==> src/rtl/drive_z_corr_loader_if.sv <==
// Host correction-word stream: valid/ready beats carrying bank, row, data and last.
interface drive_z_corr_loader_if #(
  parameter int BANK_SEL_WIDTH            = 2,
  parameter int QUBIT_ADDR_WIDTH_PER_BANK = 4,
  parameter int Z_CORR_WIDTH              = 12
);
  logic                                 cfg_valid;
  logic                                 cfg_ready;
  logic [BANK_SEL_WIDTH-1:0]            cfg_bank;
  logic [QUBIT_ADDR_WIDTH_PER_BANK-1:0] cfg_addr;
  logic [Z_CORR_WIDTH-1:0]              cfg_data;
  logic                                 cfg_last;

  modport master (output cfg_valid, cfg_bank, cfg_addr, cfg_data, cfg_last, input cfg_ready);
  modport slave  (input cfg_valid, cfg_bank, cfg_addr, cfg_data, cfg_last, output cfg_ready);
endinterface

==> src/rtl/drive_z_corr_loader.sv <==
// Assembles host correction words into one table row, stalls the target bank's reads,
// then issues a single write beat. Optional broadcast to all banks: Z_CORR_LOAD_BROADCAST_EN.
module drive_z_corr_loader #(
  parameter int NUM_BANK                  = 2,
  parameter int NUM_QUBIT_PER_BANK        = 16,
  parameter int QUBIT_ADDR_WIDTH_PER_BANK = 4,
  parameter int Z_CORR_WIDTH              = 12,
  parameter int BANK_SEL_WIDTH            = 2,
  parameter int STALL_LAT                 = 2,
  localparam int TOTAL_QUBIT              = NUM_QUBIT_PER_BANK * NUM_BANK,
  localparam int DATA_WIDTH               = Z_CORR_WIDTH * TOTAL_QUBIT
) (
  input  logic                                 clk,
  input  logic                                 rst,
  drive_z_corr_loader_if.slave                 cfg,
  input  logic [NUM_BANK-1:0]                  valid_inst_list_in,
  output logic [NUM_BANK-1:0]                  z_corr_memory_wr_sel,
  output logic                                 z_corr_memory_wr_en,
  output logic [QUBIT_ADDR_WIDTH_PER_BANK-1:0] z_corr_memory_wr_addr,
  output logic [DATA_WIDTH-1:0]                z_corr_memory_wr_data,
  output logic [NUM_BANK-1:0]                  inst_stall_out,
  output logic                                 load_busy,
  output logic                                 load_done,
  output logic [1:0]                           load_err,
  input  logic                                 err_clr
);

  localparam int CNT_W = $clog2(TOTAL_QUBIT + 1);
  localparam int LAT_W = $clog2(STALL_LAT + 1);

  typedef enum logic [1:0] {IDLE, FILL, STALL, WRITE} state_t;

  state_t                               state_q;
  logic [CNT_W-1:0]                     word_cnt_q;
  logic [LAT_W-1:0]                     lat_cnt_q;
  logic [BANK_SEL_WIDTH-1:0]            bank_q;
  logic [QUBIT_ADDR_WIDTH_PER_BANK-1:0] addr_q;
  logic [DATA_WIDTH-1:0]                row_q;
  logic [NUM_BANK-1:0]                  mask_q;
  logic                                 ready_q;
  logic [NUM_BANK-1:0]                  wr_sel_q;
  logic                                 wr_en_q;
  logic [QUBIT_ADDR_WIDTH_PER_BANK-1:0] wr_addr_q;
  logic [DATA_WIDTH-1:0]                wr_data_q;
  logic [NUM_BANK-1:0]                  stall_q;
  logic                                 busy_q;
  logic                                 done_q;
  logic [1:0]                           err_q;

  logic                                 beat_d;
  logic                                 idle_d;
  logic [CNT_W-1:0]                     slot_d;
  logic [BANK_SEL_WIDTH-1:0]            bank_d;
  logic                                 full_d;
  logic                                 close_d;
  logic [DATA_WIDTH-1:0]                row_d;
  logic [NUM_BANK-1:0]                  mask_d;
  logic                                 bank_ok_d;
  logic [1:0]                           err_set_d;

  // Bank and slot come from the live beat on a row's first word, else from the latched row.
  always_comb begin
    beat_d  = cfg.cfg_valid & ready_q;
    idle_d  = (state_q == IDLE);
    slot_d  = idle_d ? '0 : word_cnt_q;
    bank_d  = idle_d ? cfg.cfg_bank : bank_q;
    full_d  = (slot_d == CNT_W'(TOTAL_QUBIT - 1));
    close_d = beat_d & (cfg.cfg_last | full_d);
    row_d   = idle_d ? '0 : row_q;
    row_d[int'(slot_d)*Z_CORR_WIDTH +: Z_CORR_WIDTH] = cfg.cfg_data;
    mask_d  = '0;
    for (int b = 0; b < NUM_BANK; b++) begin
      if (int'(bank_d) == b) mask_d[b] = 1'b1;
    end
`ifdef Z_CORR_LOAD_BROADCAST_EN
    if (&bank_d) mask_d = '1;
`endif
    bank_ok_d    = |mask_d;
    err_set_d[0] = close_d & ((full_d & ~cfg.cfg_last) | ~bank_ok_d);
    err_set_d[1] = (state_q == WRITE) & (|(valid_inst_list_in & mask_q));
  end

  always_ff @(posedge clk) begin
    if (rst) begin
      state_q    <= IDLE;
      word_cnt_q <= '0;
      lat_cnt_q  <= '0;
      bank_q     <= '0;
      addr_q     <= '0;
      row_q      <= '0;
      mask_q     <= '0;
      ready_q    <= 1'b0;
      wr_sel_q   <= '0;
      wr_en_q    <= 1'b0;
      wr_addr_q  <= '0;
      wr_data_q  <= '0;
      stall_q    <= '0;
      busy_q     <= 1'b0;
      done_q     <= 1'b0;
      err_q      <= 2'b00;
    end else begin
      wr_en_q   <= 1'b0;
      wr_sel_q  <= '0;
      wr_addr_q <= '0;
      wr_data_q <= '0;
      done_q    <= 1'b0;
      err_q     <= (err_clr ? 2'b00 : err_q) | err_set_d;
      unique case (state_q)
        IDLE, FILL: begin
          if (beat_d) begin
            row_q      <= row_d;
            word_cnt_q <= slot_d + CNT_W'(1);
            if (idle_d) begin
              bank_q <= cfg.cfg_bank;
              addr_q <= cfg.cfg_addr;
            end
            if (close_d && bank_ok_d) begin
              state_q   <= STALL;
              mask_q    <= mask_d;
              stall_q   <= mask_d;
              lat_cnt_q <= '0;
              ready_q   <= 1'b0;
              busy_q    <= 1'b1;
            end else if (close_d) begin
              // Unwritable bank: the row is dropped and the host may start over at once.
              state_q    <= IDLE;
              row_q      <= '0;
              word_cnt_q <= '0;
              ready_q    <= 1'b1;
              busy_q     <= 1'b0;
            end else begin
              state_q <= FILL;
              ready_q <= 1'b1;
              busy_q  <= 1'b1;
            end
          end else begin
            ready_q <= 1'b1;
            busy_q  <= !idle_d;
          end
        end
        STALL: begin
          if (lat_cnt_q == LAT_W'(STALL_LAT - 1)) begin
            state_q   <= WRITE;
            wr_en_q   <= 1'b1;
            wr_sel_q  <= mask_q;
            wr_addr_q <= addr_q;
            wr_data_q <= row_q;
          end else begin
            lat_cnt_q <= lat_cnt_q + LAT_W'(1);
          end
        end
        WRITE: begin
          if (err_set_d[1]) begin
            // A read slipped through the stall: keep stalling and rewrite the row.
            state_q   <= STALL;
            lat_cnt_q <= '0;
          end else begin
            state_q    <= IDLE;
            done_q     <= 1'b1;
            stall_q    <= '0;
            ready_q    <= 1'b1;
            busy_q     <= 1'b0;
            row_q      <= '0;
            word_cnt_q <= '0;
          end
        end
      endcase
    end
  end

  assign cfg.cfg_ready             = ready_q;
  assign z_corr_memory_wr_sel      = wr_sel_q;
  assign z_corr_memory_wr_en       = wr_en_q;
  assign z_corr_memory_wr_addr     = wr_addr_q;
  assign z_corr_memory_wr_data     = wr_data_q;
  assign inst_stall_out            = stall_q;
  assign load_busy                 = busy_q;
  assign load_done                 = done_q;
  assign load_err                  = err_q;

endmodule

==> src/flat_wrapper.sv <==
// flat-port wrapper written by rule: the top's interface ports become plain ports
module drive_z_corr_loader_flat 
#(
  parameter int NUM_BANK                  = 2,
  parameter int NUM_QUBIT_PER_BANK        = 16,
  parameter int QUBIT_ADDR_WIDTH_PER_BANK = 4,
  parameter int Z_CORR_WIDTH              = 12,
  parameter int BANK_SEL_WIDTH            = 2,
  parameter int STALL_LAT                 = 2,
  localparam int TOTAL_QUBIT              = NUM_QUBIT_PER_BANK * NUM_BANK,
  localparam int DATA_WIDTH               = Z_CORR_WIDTH * TOTAL_QUBIT
)
  (clk, rst, valid_inst_list_in, z_corr_memory_wr_sel, z_corr_memory_wr_en, z_corr_memory_wr_addr, z_corr_memory_wr_data, inst_stall_out, load_busy, load_done, load_err, err_clr, cfg_cfg_valid, cfg_cfg_bank, cfg_cfg_addr, cfg_cfg_data, cfg_cfg_last, cfg_cfg_ready);
  drive_z_corr_loader_if #(.BANK_SEL_WIDTH(BANK_SEL_WIDTH), .QUBIT_ADDR_WIDTH_PER_BANK(QUBIT_ADDR_WIDTH_PER_BANK), .Z_CORR_WIDTH(Z_CORR_WIDTH)) cfg_i ();
  input  logic clk;
  input  logic rst;
  input  logic [NUM_BANK-1:0] valid_inst_list_in;
  output logic [NUM_BANK-1:0] z_corr_memory_wr_sel;
  output logic z_corr_memory_wr_en;
  output logic [QUBIT_ADDR_WIDTH_PER_BANK-1:0] z_corr_memory_wr_addr;
  output logic [DATA_WIDTH-1:0] z_corr_memory_wr_data;
  output logic [NUM_BANK-1:0] inst_stall_out;
  output logic load_busy;
  output logic load_done;
  output logic [1:0] load_err;
  input  logic err_clr;
  input wire logic [$bits(cfg_i.cfg_valid)-1:0] cfg_cfg_valid;
  input wire logic [$bits(cfg_i.cfg_bank)-1:0] cfg_cfg_bank;
  input wire logic [$bits(cfg_i.cfg_addr)-1:0] cfg_cfg_addr;
  input wire logic [$bits(cfg_i.cfg_data)-1:0] cfg_cfg_data;
  input wire logic [$bits(cfg_i.cfg_last)-1:0] cfg_cfg_last;
  output wire logic [$bits(cfg_i.cfg_ready)-1:0] cfg_cfg_ready;
  assign cfg_i.cfg_valid = cfg_cfg_valid;
  assign cfg_i.cfg_bank = cfg_cfg_bank;
  assign cfg_i.cfg_addr = cfg_cfg_addr;
  assign cfg_i.cfg_data = cfg_cfg_data;
  assign cfg_i.cfg_last = cfg_cfg_last;
  assign cfg_cfg_ready = cfg_i.cfg_ready;
  drive_z_corr_loader #(.NUM_BANK(NUM_BANK), .NUM_QUBIT_PER_BANK(NUM_QUBIT_PER_BANK), .QUBIT_ADDR_WIDTH_PER_BANK(QUBIT_ADDR_WIDTH_PER_BANK), .Z_CORR_WIDTH(Z_CORR_WIDTH), .BANK_SEL_WIDTH(BANK_SEL_WIDTH), .STALL_LAT(STALL_LAT)) u_core (.clk(clk), .rst(rst), .cfg(cfg_i), .valid_inst_list_in(valid_inst_list_in), .z_corr_memory_wr_sel(z_corr_memory_wr_sel), .z_corr_memory_wr_en(z_corr_memory_wr_en), .z_corr_memory_wr_addr(z_corr_memory_wr_addr), .z_corr_memory_wr_data(z_corr_memory_wr_data), .inst_stall_out(inst_stall_out), .load_busy(load_busy), .load_done(load_done), .load_err(load_err), .err_clr(err_clr));
endmodule
==> config.mk <==
export PLATFORM = sky130hd
export DESIGN_NAME = drive_z_corr_loader_flat
export DESIGN_NICKNAME = d
export VERILOG_FILES = /design/src/rtl/drive_z_corr_loader_if.sv /design/src/rtl/drive_z_corr_loader.sv /design/src/flat_wrapper.sv
export SDC_FILE = /design/constraint.sdc
export NUM_CORES = 2
export LEC_CHECK = 0
export ABC_AREA = 1
export CORE_ASPECT_RATIO = 1.2
export CORE_MARGIN = 8
export CORE_UTILIZATION = 35
export CTS_BUF_LIST = sky130_fd_sc_hd__clkbuf_4 sky130_fd_sc_hd__clkbuf_8
export DETAILED_ROUTE_END_ITERATION = 10
export GPL_TIMING_DRIVEN = 0
export MAX_ROUTING_LAYER = met4
export PLACE_DENSITY = 0.52
export SLEW_MARGIN = 20
export SYNTH_ARGS = -nofsm -noshare
export SYNTH_HDL_FRONTEND = slang
export SYNTH_SLANG_ARGS = --single-unit
==> constraint.sdc <==
create_clock -name clk -period 5.6 [get_ports clk]
set_input_delay 1.12 -clock clk [delete_from_list [all_inputs] [get_ports clk]]
set_output_delay 1.12 -clock clk [all_outputs]
set_load 0.005 [all_outputs]
==> results.sh <==
export IMPL_core_area_um2=96500
export IMPL_ys_seq_area_frac=0.4710
export IMPL_routed_wl_um=174400
export IMPL_final_core_util=0.4463
export IMPL_fillers=10360
export IMPL_synthAdderAreaFrac=0.002576
export IMPL_drv_cap=0
export IMPL_rsz0062_at_grt="no"
export IMPL_cp_num_buf_inv=5
export IMPL_multi_input_area_um2=14810
export IMPL_finalMaxSlewViolations=0
export IMPL_slew_headroom=0.1655
export IMPL_wire_per_inst_um=25.19
export IMPL_drc=0
export IMPL_grt_max_degree=17
export IMPL_yosys_area_top_type="dfxtp_1"
export IMPL_start_util=0.3524
export IMPL_dr_pass1_iters=6
export IMPL_dp_hpwl_um=135500
export IMPL_peakVddDrop_mv=0.1977
export IMPL_die_area_um2=107400
export IMPL_syn_avg_cell_area_um2=6.839
export IMPL_synth_top_family_by_area="simple AND/OR/NAND/NOR gates"
export IMPL_vias_per_cell=5.271
export IMPL_yosys_warnings=0
export IMPL_ant_nets=0
export IMPL_drt_initial_drc_count=4133
export IMPL_skew_ns=0.03738
export IMPL_cp_arrival_ns=6.12
export IMPL_fin_ws_ns=0.1453
export IMPL_grt_pass1_vias=34870
export IMPL_rrSetupSlack_ns=0.15
export IMPL_muxShareOfSynthArea=0.0002944
export IMPL_hold_end="u_core.z_corr_memory_wr_addr[2]$_SDFF_PP0_"
export IMPL_place_ws_ns=-0.7621
export IMPL_io_pin_count=423
export IMPL_p_int_mw=9.131
export IMPL_htreeDepth=4
export IMPL_critPathMaxFanout=10
export IMPL_crit_path_start_kind="flop"
export IMPL_hold_class="flop to flop"
export IMPL_finalSetupViolCount=0
export IMPL_synth_simple_area_share=0.3304
export IMPL_swShare=0.2824
export IMPL_seqPwrFrac=0.450
export IMPL_synthTopCellsByArea="dfxtp_1, nand2_1, nand3_1"
export IMPL_nets=5576
export IMPL_grt_total_usage=0.3204
export IMPL_ys_types=38
export IMPL_netlist_area_um2=34000
export IMPL_final_cell_area_um2=43070
export IMPL_final_seq_area_um2=16020
export IMPL_synth_xor_area_share=0.0002576
export IMPL_r2r_start="u_core.state_q[1]$_SDFFE_PP0P_"
export IMPL_holdWs_ns=0.4369
export IMPL_clk_latency_ns=0.83
export IMPL_critPathSlowestCell="o21ai_1"
export IMPL_antenna_found_initial=11
export IMPL_grt_pass1_wl_um=243900
export IMPL_worstPathRequired_ns=6.27
export IMPL_die_h_um=357.4
export IMPL_status="complete, no violations"
export IMPL_fmax_mhz=183.3
export IMPL_crit_family="simple AND/OR/NAND/NOR gates"
export IMPL_p_sw_mw=3.593
export IMPL_ys_ff_latch=800
export IMPL_cts_sinks=800
export IMPL_cp_slowest_stage_delay_ns=0.73
export IMPL_placed_area_um2=39940
export IMPL_row_count=125
export IMPL_cts_made_buffers=138
export IMPL_power_leakage_nw=15.15
export IMPL_period_minus_slack_ns=5.455
export IMPL_holdPathStages=2
export IMPL_pwr_density_cell_nw_per_um2=295.4
export IMPL_die_w_um=300.5
export IMPL_synth_top_area_frac=0.4710
export IMPL_r2r_end="u_core.row_q[349]$_SDFFE_PP0P_"
export IMPL_hp_start="u_core.addr_q[2]$_SDFFE_PP0P_"
export IMPL_clockRootBuffer="clkbuf_8"
export IMPL_r2r_cells=22
export IMPL_clkTransAtPathRegs_ns=0.06
export IMPL_cts_tree="yes"
export IMPL_finalHoldViolCount=0
export IMPL_worstSetupEndpointType="flop"
export IMPL_path_cells="nor2_4, nor2_1, clkbuf_2, clkbuf_2, ha_2, ha_1, inv_1, nand2_1, inv_1, nand2_1, nand3_1, nor2_2, nand2_2, nor2_4, buf_2, nor2_1, o21ai_1, nor2_1, nand2_1, nand3_1, nand3_1, a21oi_1"
export IMPL_p_total_mw=12.72
export IMPL_fin_crit_sh=0.9741
export IMPL_netlist_instances=4972
export IMPL_worst_pin_slew_ns=1.252
export IMPL_pwr_share_clk=0.452
export IMPL_clk_path_buf_depth=3
export IMPL_areaGrowthSynthToFinish_pct=26.66
export IMPL_portBuffers=422
export IMPL_pwr_share_comb=0.098
export IMPL_gp_congestion=1.060
export IMPL_synth_fp_nets=5004
export IMPL_vias=36490
export IMPL_drive_gt1_frac=0.07244
export IMPL_overflow=0
export IMPL_crit_type="flop to flop"
export IMPL_synth_compound_area_frac=0.09828
kinds of logic (layout without fill, tap and decap cells):
| family | count (synthesis) | in the layout |
|---|---|---|
| mux | 1 | 1 |
| xor+xnor | 1 | 1 |
| fa+ha+maj | 7 | 7 |
| buf+inv | 853 | 1527 |
| flops | 800 | 800 |
| simple gates | 2666 | 2666 |
| other cells | 0 | 8 |
| compound gates | 644 | 644 |
stage by stage:
step | setup TNS, ns | cells
after global routing | 0 | 6923
final | 0 | 6924
after floorplan | 0 | 4972
after detailed placement | -51.06 | 6667
after global placement | -78.77 | 6664
after CTS | 0 | 6910
synthesized netlist by cell type (all sizes together):
| cell type | n |
|---|---|
| a31oi | 1 |
| a22o | 1 |
| inv | 526 |
| o21ai | 197 |
| clkbuf | 231 |
| o31ai | 1 |
| or2 | 2 |
| buf | 90 |
| mux2i | 1 |
| nor3 | 16 |
| o22ai | 1 |
| nand2 | 1350 |
| nand4 | 104 |
| a211oi | 1 |
| nor2 | 552 |
| dfxtp | 800 |
| nand3b | 1 |
| nor4 | 1 |
| o211ai | 31 |
| clkinv | 6 |
| or3 | 1 |
| xor2 | 1 |
| nand3 | 639 |
| a21oi | 411 |
| ha | 7 |
placed cells by master (no fill, tap or decap), drive strengths merged, types with 16 or more instances in the layout:
cell type / count
o211ai: 31
nand2: 1350
o21ai: 197
buf: 94
inv: 529
nor3: 16
clkdlybuf4s50: 422
clkbuf: 447
nand4: 104
nor2: 552
dfxtp: 800
clkinv: 24
nand3: 639
a21oi: 411
final cells by class:
type                    instances  area share
diodes                          8   0.0004648
plain buffers                 321     0.03137
clock buffers                 210     0.06173
clock inverters                32    0.006914
inverters                     532     0.04648
multi-input cells            3319      0.3438
flip-flops and latches        800      0.3718
well taps                    1270     0.03689
repair buffers                432      0.1005
worst min-delay path, stage by stage, from the launching register on:
cell and delay [ns]:
dfxtp_1 0.29, inv_1 0.06, nor2_1 0.04
repair_timing:
item                       4_1_cts  5_1_grt
hold buffers                     0        0
pin swaps                        1        3
setup endpoints to repair      267      314
resized for setup               19       22
buffers inserted                 1        6
worst max path at each step:
stage / from / depth (start not counted) / slack [ns] / endpoint
after global routing: u_core.state_q[1]$_SDFFE_PP0P_ / 26 / 0.05 / u_core.row_q[234]$_SDFFE_PP0P_
after global placement: u_core.state_q[0]$_SDFFE_PP0P_ / 20 / -1.01 / u_core.row_q[302]$_SDFFE_PP0P_
after detailed placement: u_core.state_q[1]$_SDFFE_PP0P_ / 22 / -0.76 / u_core.row_q[371]$_SDFFE_PP0P_
final: u_core.state_q[1]$_SDFFE_PP0P_ / 22 / 0.15 / u_core.row_q[349]$_SDFFE_PP0P_
after floorplan: u_core.state_q[1]$_SDFFE_PP0P_ / 26 / 1.63 / u_core.row_q[154]$_SDFFE_PP0P_
after CTS: u_core.state_q[1]$_SDFFE_PP0P_ / 26 / 0.0007 / u_core.row_q[48]$_SDFFE_PP0P_
registers in the layout (all words and copies together) (netlist names):
| signal | flops |
|---|---|
| u_core.mask_q | 2 |
| u_core.load_busy | 1 |
| u_core.addr_q | 4 |
| u_core.load_err | 2 |
| u_core.z_corr_memory_wr_addr | 4 |
| u_core.cfg.cfg_ready | 1 |
| u_core.inst_stall_out | 2 |
| u_core.row_q | 384 |
| u_core.z_corr_memory_wr_data | 384 |
| u_core.word_cnt_q | 6 |
| u_core.z_corr_memory_wr_sel | 2 |
| u_core.lat_cnt_q | 2 |
| u_core.bank_q | 2 |
| u_core.z_corr_memory_wr_en | 1 |
| u_core.load_done | 1 |
| u_core.state_q | 2 |
power groups by stage:
| stage | combinational [mW] | clock, mW | sequential (mW) |
|---|---|---|---|
| 3_3_place_gp | 1.19 | 0 | 5.85 |
| 6_report | 1.25 | 5.75 | 5.72 |
| 5_1_grt | 1.29 | 6.12 | 5.72 |
| 3_5_place_dp | 1.19 | 0 | 5.85 |
| 4_1_cts | 1.19 | 5.87 | 5.72 |
| 2_1_floorplan | 0.619 | 0 | 5.85 |
layer usage:
layer  track usage  vias to the layer above  share of wire
met4        0.1882                        0          0.063
met2        0.4874                     1808           0.44
met5             -                        -              0
met3       0.06680                      418          0.086
met1        0.3912                    17270           0.41
li1              -                    17000              -
Power figures use the tool's default switching activity.
